## src/rtl/fir_coeff_scheduler.sv

```systemverilog
// rtl/fir_coeff_scheduler.sv - double-buffered FIR coefficient loader driven by a toggle-handshake command register
// Optional macro FIR_COEFF_SCHED_STATUS_EN builds the status readback and dropped-command counter.
module fir_coeff_scheduler #(
  parameter int ADDR_W = 5,
  parameter int COEF_W = 16
) (
  input  logic              user_clk,
  input  logic              user_rst_n,
  input  logic [31:0]       reg_data,
  input  logic              sync_in,
  output logic              coef_we,
  output logic              coef_bank,
  output logic [ADDR_W-1:0] coef_addr,
  output logic [COEF_W-1:0] coef_data,
  output logic              active_bank,
  output logic              busy,
  output logic [31:0]       status
);

  localparam int N_TAPS = 1 << ADDR_W;

  typedef enum logic [1:0] {
    S_IDLE      = 2'd0,
    S_WRITE     = 2'd1,
    S_CLEAR     = 2'd2,
    S_WAIT_SYNC = 2'd3
  } state_t;

  state_t              state_q, state_d;
  logic [31:0]         reg_q;
  logic                prev_tgl_q;
  logic                smp_vld_q;
  logic                primed_q;
  logic [ADDR_W-1:0]   cmd_addr_q, cmd_addr_d;
  logic [COEF_W-1:0]   cmd_data_q, cmd_data_d;
  logic [ADDR_W-1:0]   clr_cnt_q, clr_cnt_d;
  logic                coef_we_q, coef_we_d;
  logic [ADDR_W-1:0]   coef_addr_q, coef_addr_d;
  logic [COEF_W-1:0]   coef_data_q, coef_data_d;
  logic                active_bank_q, active_bank_d;
  logic                cmd_det;
  logic                cmd_drop;
  logic                unused_bits;

  // primed_q only rises once prev_tgl_q holds a real sample, so the value present at reset release never counts as a toggle
  assign cmd_det     = primed_q && (reg_q[31] != prev_tgl_q);
  assign cmd_drop    = cmd_det && (state_q != S_IDLE);
  assign unused_bits = ^reg_q;

  always_comb begin
    state_d       = state_q;
    cmd_addr_d    = cmd_addr_q;
    cmd_data_d    = cmd_data_q;
    clr_cnt_d     = clr_cnt_q;
    coef_we_d     = 1'b0;
    coef_addr_d   = coef_addr_q;
    coef_data_d   = coef_data_q;
    active_bank_d = active_bank_q;
    case (state_q)
      S_IDLE: begin
        if (cmd_det) begin
          case (reg_q[30:29])
            2'b01: begin
              state_d    = S_WRITE;
              cmd_addr_d = reg_q[16 +: ADDR_W];
              cmd_data_d = reg_q[0 +: COEF_W];
            end
            2'b10: begin
              state_d   = S_CLEAR;
              clr_cnt_d = '0;
            end
            2'b11:   state_d = S_WAIT_SYNC;
            default: state_d = S_IDLE;
          endcase
        end
      end
      S_WRITE: begin
        coef_we_d   = 1'b1;
        coef_addr_d = cmd_addr_q;
        coef_data_d = cmd_data_q;
        state_d     = S_IDLE;
      end
      S_CLEAR: begin
        coef_we_d   = 1'b1;
        coef_addr_d = clr_cnt_q;
        coef_data_d = '0;
        clr_cnt_d   = clr_cnt_q + 1'b1;
        if (clr_cnt_q == ADDR_W'(N_TAPS - 1)) state_d = S_IDLE;
      end
      S_WAIT_SYNC: begin
        if (sync_in) begin
          active_bank_d = ~active_bank_q;
          state_d       = S_IDLE;
        end
      end
      default: state_d = S_IDLE;
    endcase
  end

  always_ff @(posedge user_clk or negedge user_rst_n) begin
    if (!user_rst_n) begin
      state_q       <= S_IDLE;
      reg_q         <= '0;
      prev_tgl_q    <= 1'b0;
      smp_vld_q     <= 1'b0;
      primed_q      <= 1'b0;
      cmd_addr_q    <= '0;
      cmd_data_q    <= '0;
      clr_cnt_q     <= '0;
      coef_we_q     <= 1'b0;
      coef_addr_q   <= '0;
      coef_data_q   <= '0;
      active_bank_q <= 1'b0;
    end else begin
      state_q       <= state_d;
      reg_q         <= reg_data;
      prev_tgl_q    <= reg_q[31];
      smp_vld_q     <= 1'b1;
      primed_q      <= smp_vld_q;
      cmd_addr_q    <= cmd_addr_d;
      cmd_data_q    <= cmd_data_d;
      clr_cnt_q     <= clr_cnt_d;
      coef_we_q     <= coef_we_d;
      coef_addr_q   <= coef_addr_d;
      coef_data_q   <= coef_data_d;
      active_bank_q <= active_bank_d;
    end
  end

  assign coef_we     = coef_we_q;
  assign coef_addr   = coef_addr_q;
  assign coef_data   = coef_data_q;
  assign active_bank = active_bank_q;
  assign coef_bank   = ~active_bank_q;
  assign busy        = (state_q != S_IDLE);

`ifdef FIR_COEFF_SCHED_STATUS_EN
  logic [15:0] drop_cnt_q, drop_cnt_d;

  always_comb begin
    drop_cnt_d = drop_cnt_q;
    if (cmd_drop && (drop_cnt_q != 16'hFFFF)) drop_cnt_d = drop_cnt_q + 16'd1;
  end

  always_ff @(posedge user_clk or negedge user_rst_n) begin
    if (!user_rst_n) drop_cnt_q <= '0;
    else             drop_cnt_q <= drop_cnt_d;
  end

  assign status = {busy, active_bank_q, state_q, 12'b0, drop_cnt_q};
`else
  logic unused_drop;
  assign unused_drop = cmd_drop;
  assign status      = '0;
`endif

endmodule

```

## config.mk

```make
export PLATFORM = sky130hd
export DESIGN_NAME = fir_coeff_scheduler
export DESIGN_NICKNAME = d
export VERILOG_FILES = /design/src/rtl/fir_coeff_scheduler.sv
export SDC_FILE = /design/constraint.sdc
export NUM_CORES = 1
export LEC_CHECK = 0
export CAP_MARGIN = 10
export CORE_MARGIN = 4
export CORE_UTILIZATION = 46
export DETAILED_ROUTE_END_ITERATION = 10
export PLACE_DENSITY_LB_ADDON = 0.05
export SYNTH_ARGS = -nofsm -noshare
export SYNTH_HDL_FRONTEND = slang
export SYNTH_SLANG_ARGS = --single-unit
```

## constraint.sdc

```tcl
create_clock -name user_clk -period 4.4 [get_ports user_clk]
set_input_delay 0.44 -clock user_clk [delete_from_list [all_inputs] [get_ports user_clk]]
set_output_delay 0.44 -clock user_clk [all_outputs]
set_load 0.05 [all_outputs]
```

==> out/qor.yml, run 1 <==
grt_pass1_wl_um: 8976
postCtsSetupBuffers: 0
nNetsFinal: 326
io_buffers: 51
slew_violations: 0
via_per_inst: 4.562
synthAdderAreaFrac: 0.02343
wl_per_cell_um: 14.06
clk_pin_slew_ns: 0.08
ys_ff_latch: 78
fill_cells: 574
cts_sinks: 78
cp_slowest_cell: "clkinv_1"
netlist_top_cells_area: "dfrtp_1 (61%), mux2_4 (9.4%), buf_4 (7.5%)"
row_count: 30
chipWidth_um: 91.46
skew_ns: 0.005795
dp_hpwl_um: 3416
start_kind: "flip-flop"
finalCritPeriodShare: 0.5692
power_switching_mw: 1.173
synth-simple-area-share: 0.06911
grt_max_degree: 79
cts_inserted_buffers: 9
gp_congestion: 0.7973
swShare: 0.3836
rsz0062_at_grt: "false"
comb_power_share: 0.432
syn_area_um2: 3204
p_total_mw: 3.058
regArea_um2: 1952
synthMuxAreaShare: 0.1191
yosys.area.top_type_share: 0.6091
syn_area_per_cell_um2: 13.93
num_io_pins: 92
start_util: 0.4716
layout-drive-gt1-share: 0.2069
power.density_nw_per_um2: 777.5
core_um2: 6794
worst_slew_pin_slew_ns: 1.137
grt_overflow: 0
finalHoldViolCount: 0
synth-xor-area-share: 0.007809
postCtsHoldBufs: 0
power.leakage_nw: 1.809
crit_arrival_ns: 2.73
grtUsageTotal: 0.1397
crit_fanout: 19
setup_tns_ns: 0
yosysWarnings: 0
area_delta_synth_final_pct: 22.73
setup_viol: 0
synth_top_family_by_area: "multiplexers"
maxSlewHeadroom: 0.2420
worst_setup_path_end_kind: "flip-flop"
diodes: 0
seq_area_frac_synth: 0.6091
syn_inst: 230
cts_tree: "yes"
worst_hold_path_type: "input port to asynchronous set/reset pin"
synth.distinct_cells: 29
drt-total-wl_um: 5426
die_h_um: 91.46
die_area_um2: 8365
cts-htree-levels: 3
design_area_um2: 3933
max_freq_mhz: 399.3
synth_compound_gate_area_share: 0.07302
ir_drop_uv: 349.0
intPower_mw: 1.885
p_clk_frac: 0.218
crit_type: "flip-flop to flip-flop"
drcViolationCount: 0
status: "completed"
multiInputGateArea_um2: 1061
clockRootBuffer: "clkbuf_8"
cpPeakStageDelay_ns: 0.71
p_seq_frac: 0.350
dr.pass1.iters: 4
yosysTopAreaCell: "dfrtp_1"
placed_area_um2: 3679
cts_resized: 0
worstPathRequired_ns: 4.63
vias: 1761
antenna_found_initial: 0
cts_buffer_depth: 2
path_cells: "inv_1 -> ha_1 -> clkinv_1 -> o22ai_1 -> nor2_1 -> mux2i_1"
worstSkewPairLatency_ns: 0.35
grt_pass1_vias: 1751
drv_cap: 0
drtIter0Drc: 68
fin_crit_ns: 2.504
ant_nets: 0
==> stage by stage <==
stage,setup slack (ns),hold slack [ns],utilization,instances
3_5_place_dp,1.890,0.3379,0.5414,370
3_3_place_gp,1.914,0.3324,0.5414,370
5_1_grt,1.672,0.2995,0.5788,386
2_1_floorplan,2.738,0.1444,-,261
6_report,1.896,0.2307,0.5788,386
4_1_cts,1.869,0.2701,0.5788,386
==> routing by layer <==
layer	global-route usage	wire, um	vias up
li1	-	-	824
met5	0	0	-
met3	0.05800	383	8
met2	0.2149	2513	60
met1	0.1739	2450	869
met4	0.05653	78	0
==> cells in the mapped netlist <==
library cell  instances
clkbuf_1              6
xor2_2                1
nor3b_4               1
a21oi_1               6
o21ai_0               2
xnor2_1               1
buf_4                32
nand2_1               6
dfrtp_1              78
mux2_4               20
conb_1                2
ha_1                  6
nor3_1                1
a221o_1               1
nor2b_1              18
nand3_1               1
buf_6                 2
clkinv_1              1
nand4b_1              1
a32o_1                2
and3_1                2
mux2i_1               7
inv_1                 5
nand3_2               1
o22ai_1               1
a31o_2               17
nor2_1                7
a41oi_1               1
mux2_2                1
==> kinds of logic after synthesis <==
logic type | count (synthesis)
and+or+nand+nor | 38
adders and majority gates | 6
muxes | 28
DFF | 78
buffers and inverters | 46
AOI/OAI and AO/OA | 30
xor gates and xnor gates | 2
other | 2
==> power by group through the flow <==
stage          Combinational [mW]  Sequential [mW]  Clock, mW
6_report                     1.32             1.07      0.665
3_5_place_dp                 1.33             1.08          0
2_1_floorplan               0.686             1.37          0
5_1_grt                      1.42             1.10      0.714
3_3_place_gp                 1.32             1.08          0
4_1_cts                      1.34             1.07      0.685
==> final cells by class <==
class / instances / share of cell area
multi-input cells: 137 / 0.2698
flip-flops and latches: 78 / 0.4963
clock buffers: 10 / 0.03500
repair buffers: 53 / 0.1330
clock inverters: 6 / 0.02959
well taps: 96 / 0.03054
inverters: 6 / 0.005727
==> state kept, by name, indices dropped and copies added, names as in the netlist <==
register     flops
cmd_addr_q       5
active_bank      1
coef_data       16
smp_vld_q        1
prev_tgl_q       1
cmd_data_q      16
coef_addr        5
reg_q           24
clr_cnt_q        5
state_q          2
primed_q         1
coef_we          1
==> layout by cell type (no fill, tap or decap), drive strengths merged <==
master,synthesis,final
nor2b,18,18
inv,5,7
clkdlybuf4s50,0,50
nand2,6,6
o21ai,2,2
a41oi,1,1
nor2,7,7
dfrtp,78,78
clkbuf,6,10
mux2,21,21
bufinv,0,3
nand3,2,2
and3,2,2
a31o,17,17
xor2,1,1
ha,6,6
nor3,1,1
nand4b,1,1
a221o,1,1
conb,2,33
a32o,2,2
o22ai,1,1
buf,34,3
xnor2,1,1
nor3b,1,1
mux2i,7,7
clkinv,1,2
a21oi,6,6
==> critical path: cells and delay by family (launching register included) <==
kind            cells  cell delay [ns]
buf+inv             2             0.84
mux                 1             0.13
flops               1             0.39
simple gates        1             0.11
compound gates      1             0.37
fa+ha+maj           1             0.54
==> path summary, 6_finish.rpt <==
| kind | start | end | slack [ns] | cells after the start |
|---|---|---|---|---|
| max | state_q[0]$_DFFE_PN0P_ | state_q[1]$_DFFE_PN0P_ | 1.90 | 6 |
| min | user_rst_n | coef_addr[0]$_DFFE_PN0P_ | 0.23 | 1 |
| max reg2reg | state_q[0]$_DFFE_PN0P_ | state_q[1]$_DFFE_PN0P_ | 1.90 | 6 |
| min reg2reg | smp_vld_q$_DFF_PN0_ | primed_q$_DFF_PN0_ | 0.35 | 0 |
| max in group asynchronous | user_rst_n | coef_data[8]$_DFFE_PN0P_ | 3.54 | 1 |
| min in group user_clk | smp_vld_q$_DFF_PN0_ | primed_q$_DFF_PN0_ | 0.35 | 0 |
Power figures use the tool's default switching activity.
==> run 2, diff against run 1 <==
Clock period 4.4 ns to 2.6 ns, I/O delays scaled along.
==> run 2 against run 1 <==
Via count shrank 0.45%. Combinational power up 70%. Clock skew is 0.00051 ns lower. First-iteration DRC count decreased by 4.4%. Flip-flop and latch count stayed put. Register-to-register slack worse by 1.2 ns. Critical endpoint is now busy. Largest cell class unchanged. Highest routed layer unchanged.
==> out/qor.yml, run 2 (synthesis gave the netlist of run 1 again) <==
status: "completed"
ir_drop_uv: 525.9
wl_per_cell_um: 13.83
postCtsHoldBufs: 0
swShare: 0.4101
fill_cells: 571
r2r_setup_slack_ns: 0.68
most-common-layout-cells: "dfrtp_1 (78), clkdlybuf4s50_1 (50), conb_1 (33)"
grtUsageTotal: 0.1348
crit_type: "flip-flop to output pin"
top_register: "reg_q"
setup_viol: 0
fin_cells: 389
skew_ns: 0.005281
cp_slowest_cell: "clkdlybuf4s50_1"
row_count: 30
crit_arrival_ns: 1.99
layout-drive-gt1-share: 0.2150
grt_pass1_vias: 1722
regArea_um2: 1952
die_h_um: 91.46
num_io_pins: 92
power.density_nw_per_um2: 1259
antenna_found_initial: 0
grt_pass1_wl_um: 8749
intPower_mw: 2.888
cts_sinks: 78
start_kind: "flip-flop"
io_buffers: 51
drt-total-wl_um: 5380
start_util: 0.4716
path_cells: "inv_1 -> ha_1 -> inv_1 -> clkdlybuf4s50_1"
cts_buffer_depth: 2
worstSkewPairLatency_ns: 0.34
power.leakage_nw: 1.791
largest_reg_flops: 24
worstPathRequired_ns: 2.34
r2r_start: "state_q[0]$_DFFE_PN0P_"
setup_tns_ns: 0
slew_violations: 0
drv_cap: 0
via_per_inst: 4.506
rsz0062_at_grt: "false"
postCtsSetupBuffers: 0
cts_resized: 0
dp_cells: 373
finalCritPeriodShare: 0.8654
chipWidth_um: 91.46
grt_max_degree: 79
drtIter0Drc: 65
vias: 1753
crit_fanout: 4
max_freq_mhz: 444.4
grt_overflow: 0
clockRootBuffer: "clkbuf_8"
nNetsFinal: 329
diodes: 0
cts_tree: "yes"
ant_nets: 0
clk_pin_slew_ns: 0.08
fin_crit_ns: 2.250
cts-htree-levels: 3
drcViolationCount: 0
r2r_end: "cmd_data_q[3]$_DFFE_PN0P_"
p_seq_frac: 0.370
p_clk_frac: 0.173
dr.pass1.iters: 4
comb_power_share: 0.457
final_common_cell: "dfrtp_1"
multiInputGateArea_um2: 1061
rr_worst_depth: 6
area_delta_synth_final_pct: 21.40
worst_slew_pin_slew_ns: 0.9421
power_switching_mw: 2.008
cts_inserted_buffers: 9
finalHoldViolCount: 0
maxSlewHeadroom: 0.3719
cpPeakStageDelay_ns: 0.81
gp_congestion: 0.7659
worst_setup_path_end_kind: "output pin"
die_area_um2: 8365
worst_hold_path_type: "input port to asynchronous set/reset pin"
cp_common_cell: "inv_1"
dp_hpwl_um: 3434
core_um2: 6794
==> run 2: worst max-delay path by stage <==
stage	from	to	slack (ns)	depth (start not counted)
global placement	state_q[0]$_DFFE_PN0P_	cmd_data_q[3]$_DFFE_PN0P_	0.70	6
detailed placement	state_q[0]$_DFFE_PN0P_	cmd_data_q[3]$_DFFE_PN0P_	0.68	6
finish	state_q[0]$_DFFE_PN0P_	busy	0.35	4
floorplan	state_q[0]$_DFFE_PN0P_	clr_cnt_q[3]$_DFFE_PN0P_	0.94	5
CTS	state_q[0]$_DFFE_PN0P_	busy	0.34	4
global route	state_q[0]$_DFFE_PN0P_	busy	0.29	4
==> run 2: through the flow <==
| step | setup slack (ns) | utilization | instance area, um2 | power [mW] | hold slack, ns |
|---|---|---|---|---|---|
| floorplan | 0.9384 | - | 3321 | 3.488 | -0.03559 |
| global placement | 0.7025 | 0.5448 | 3701 | 4.065 | 0.3327 |
| detailed placement | 0.6782 | 0.5448 | 3701 | 4.093 | 0.3373 |
| CTS | 0.3407 | 0.5726 | 3890 | 4.966 | 0.08888 |
| global route | 0.2919 | 0.5726 | 3890 | 5.203 | 0.1328 |
| finish | 0.3499 | 0.5726 | 3890 | 4.896 | 0.05786 |
==> run 2: final cells by class <==
type | count | share of cell area
timing repair buffer | 56 | 0.1402
sequential | 78 | 0.5018
tap | 96 | 0.03088
inverter | 6 | 0.005790
clock inverter | 7 | 0.01673
multi-input combinational | 137 | 0.2728
clock buffer | 9 | 0.03184
==> run 2: metal layers <==
metal  share of wire  routed length [um]  GRT usage
met1            0.45                2408     0.1770
met2            0.47                2543     0.2009
met3           0.065                 351    0.05054
met4           0.014                  76    0.05528
met5               0                   0          0
==> run 2: power by group through the flow <==
stage	combinational [mW]	clock, mW	sequential [mW]
after global placement	2.23	0	1.83
after detailed placement	2.26	0	1.83
after CTS	2.27	0.879	1.82
after floorplan	1.16	0	2.33
after global routing	2.41	0.934	1.86
final	2.24	0.845	1.81
==> run 2: worst max-delay path, delay by kind of cell (launching register included) <==
| family | cells | cell delay [ns] |
|---|---|---|
| buf+inv | 3 | 1.03 |
| fa+ha+maj | 1 | 0.26 |
| flops | 1 | 0.36 |
==> run 3, diff against run 2 <==
Settings changed: GPL_ROUTABILITY_DRIVEN set to 0, PLACE_DENSITY_LB_ADDON 0.05 to 0.25.
==> run 3 against run 2 <==
Global-route usage grew 0.55 points. Count of clock-buffer cells in the layout is the same. Clock power shrank 3.4%. Die area is the same. Cell count shrank 0.26%. Routed wire length grew 1.8%. Sequential power is essentially flat. Highest routed layer unchanged. Largest cell class unchanged.
==> out/qor.yml, run 3 (synthesis gave the netlist of run 1 again) <==
max_freq_mhz: 441.7
top_register: "reg_q"
cts_inserted_buffers: 9
fill_cells: 567
finalHoldViolCount: 0
placed_area_um2: 3694
fin_crit_ns: 2.264
drt-total-wl_um: 5478
grt_max_degree: 79
worst_hold_path_type: "input port to asynchronous set/reset pin"
postCtsSetupBuffers: 0
worstPathRequired_ns: 2.34
grt_pass1_vias: 1903
cpPeakStageDelay_ns: 0.82
skew_ns: 0.007481
ant_nets: 0
drv_cap: 0
cp_common_cell: "inv_1"
diodes: 0
power.leakage_nw: 1.775
crit_arrival_ns: 2.00
slew_violations: 0
r2r_setup_slack_ns: 0.65
worst_setup_path_end_kind: "output pin"
largest_reg_flops: 24
status: "completed"
start_kind: "flip-flop"
finalCritPeriodShare: 0.8708
power.density_nw_per_um2: 1261
rsz0062_at_grt: "false"
cts_tree: "yes"
vias: 1795
clockRootBuffer: "clkbuf_8"
ir_drop_uv: 721.5
cts_resized: 0
grt_overflow: 0
die_area_um2: 8365
wl_per_cell_um: 14.12
design_area_um2: 3874
postCtsHoldBufs: 0
path_cells: "inv_1 -> ha_1 -> inv_1 -> clkdlybuf4s50_1"
die_h_um: 91.46
cp_slowest_cell: "clkdlybuf4s50_1"
crit_family: "buffers and inverters"
worstSkewPairLatency_ns: 0.34
row_count: 30
setup_viol: 0
setup_tns_ns: 0
nNetsFinal: 328
via_per_inst: 4.626
utilization: 0.5702
crit_buf_inv: 3
clk_pin_slew_ns: 0.08
dp_cells: 372
fin_cells: 388
start_util: 0.4716
worst_slew_pin_slew_ns: 0.9436
cts_buffer_depth: 2
core_um2: 6794
dp_hpwl_um: 3590
dr.pass1.iters: 4
drcViolationCount: 0
crit_fanout: 4
most-common-layout-cells: "dfrtp_1 (78), clkdlybuf4s50_1 (50), conb_1 (33)"
chipWidth_um: 91.46
grt_pass1_wl_um: 9073
cts-htree-levels: 3
num_io_pins: 92
cts_sinks: 78
io_buffers: 51
grtUsageTotal: 0.1403
drtIter0Drc: 54
area_delta_synth_final_pct: 20.89
final_common_cell: "dfrtp_1"
antenna_found_initial: 0
maxSlewHeadroom: 0.3709
crit_type: "flip-flop to output pin"
layout-drive-gt1-share: 0.2123
[run 3: cell count changes in the layout (fill, tap and decap cells not counted)]
cell	previous run	this run
inv_8	2	1
clkinv_4	2	0
clkinv_2	0	1
buf_4	6	5
clkinvlp_4	1	3
[run 3: where the power goes]
| group | switching, mW | internal (mW) |
|---|---|---|
| clock | 0.459 | 0.358 |
| sequential | 0.224 | 1.60 |
| combinational | 1.32 | 0.922 |
| total | 2.01 | 2.88 |
[run 3: area by class of cell]
cell class / instances / area, um2 / area share
inverters: 6 / 22.52 / 0.005814
well taps: 96 / 120.1 / 0.03101
clock buffers: 9 / 123.9 / 0.03198
flip-flops and latches: 78 / 1952 / 0.5039
multi-input cells: 137 / 1061 / 0.2739
clock inverters: 7 / 56.30 / 0.01453
repair buffers: 55 / 538.0 / 0.1389
[run 3: per-layer routing]
layer  routed length [um]  GRT usage
met1                 2384     0.1737
met2                 2659     0.2228
met3                  339    0.03563
met4                   93    0.07915
met5                    0          0
[run 3: per-stage QoR]
stage	hold slack [ns]	total power [mW]	worst slack, ns
detailed placement	0.3362	4.106	0.6399
finish	0.05800	4.885	0.3360
CTS	0.09063	4.945	0.2971
global placement	0.3333	4.052	0.6963
global route	0.1223	5.187	0.2395
floorplan	-0.03559	3.488	0.9384
[run 3: worst reg2reg max path, stage by stage (launching register included)]
cell and delay, ns:
dfrtp_1 0.39, inv_1 0.13, ha_1 0.51, clkinv_1 0.18, buf_4 0.20, o22ai_1 0.18
nor2_1 0.10, mux2i_1 0.13
[run 3: final timing paths]
| kind | startpoint | end | depth (start not counted) |
|---|---|---|---|
| worst max-delay path | state_q[0]$_DFFE_PN0P_ | busy | 4 |
| worst min-delay path | user_rst_n | cmd_data_q[12]$_DFFE_PN0P_ | 1 |
| worst max register to register | state_q[0]$_DFFE_PN0P_ | state_q[0]$_DFFE_PN0P_ | 7 |
| worst min register to register | smp_vld_q$_DFF_PN0_ | primed_q$_DFF_PN0_ | 0 |
| max in group asynchronous | user_rst_n | coef_we$_DFF_PN0_ | 1 |
| min in group user_clk | smp_vld_q$_DFF_PN0_ | primed_q$_DFF_PN0_ | 0 |
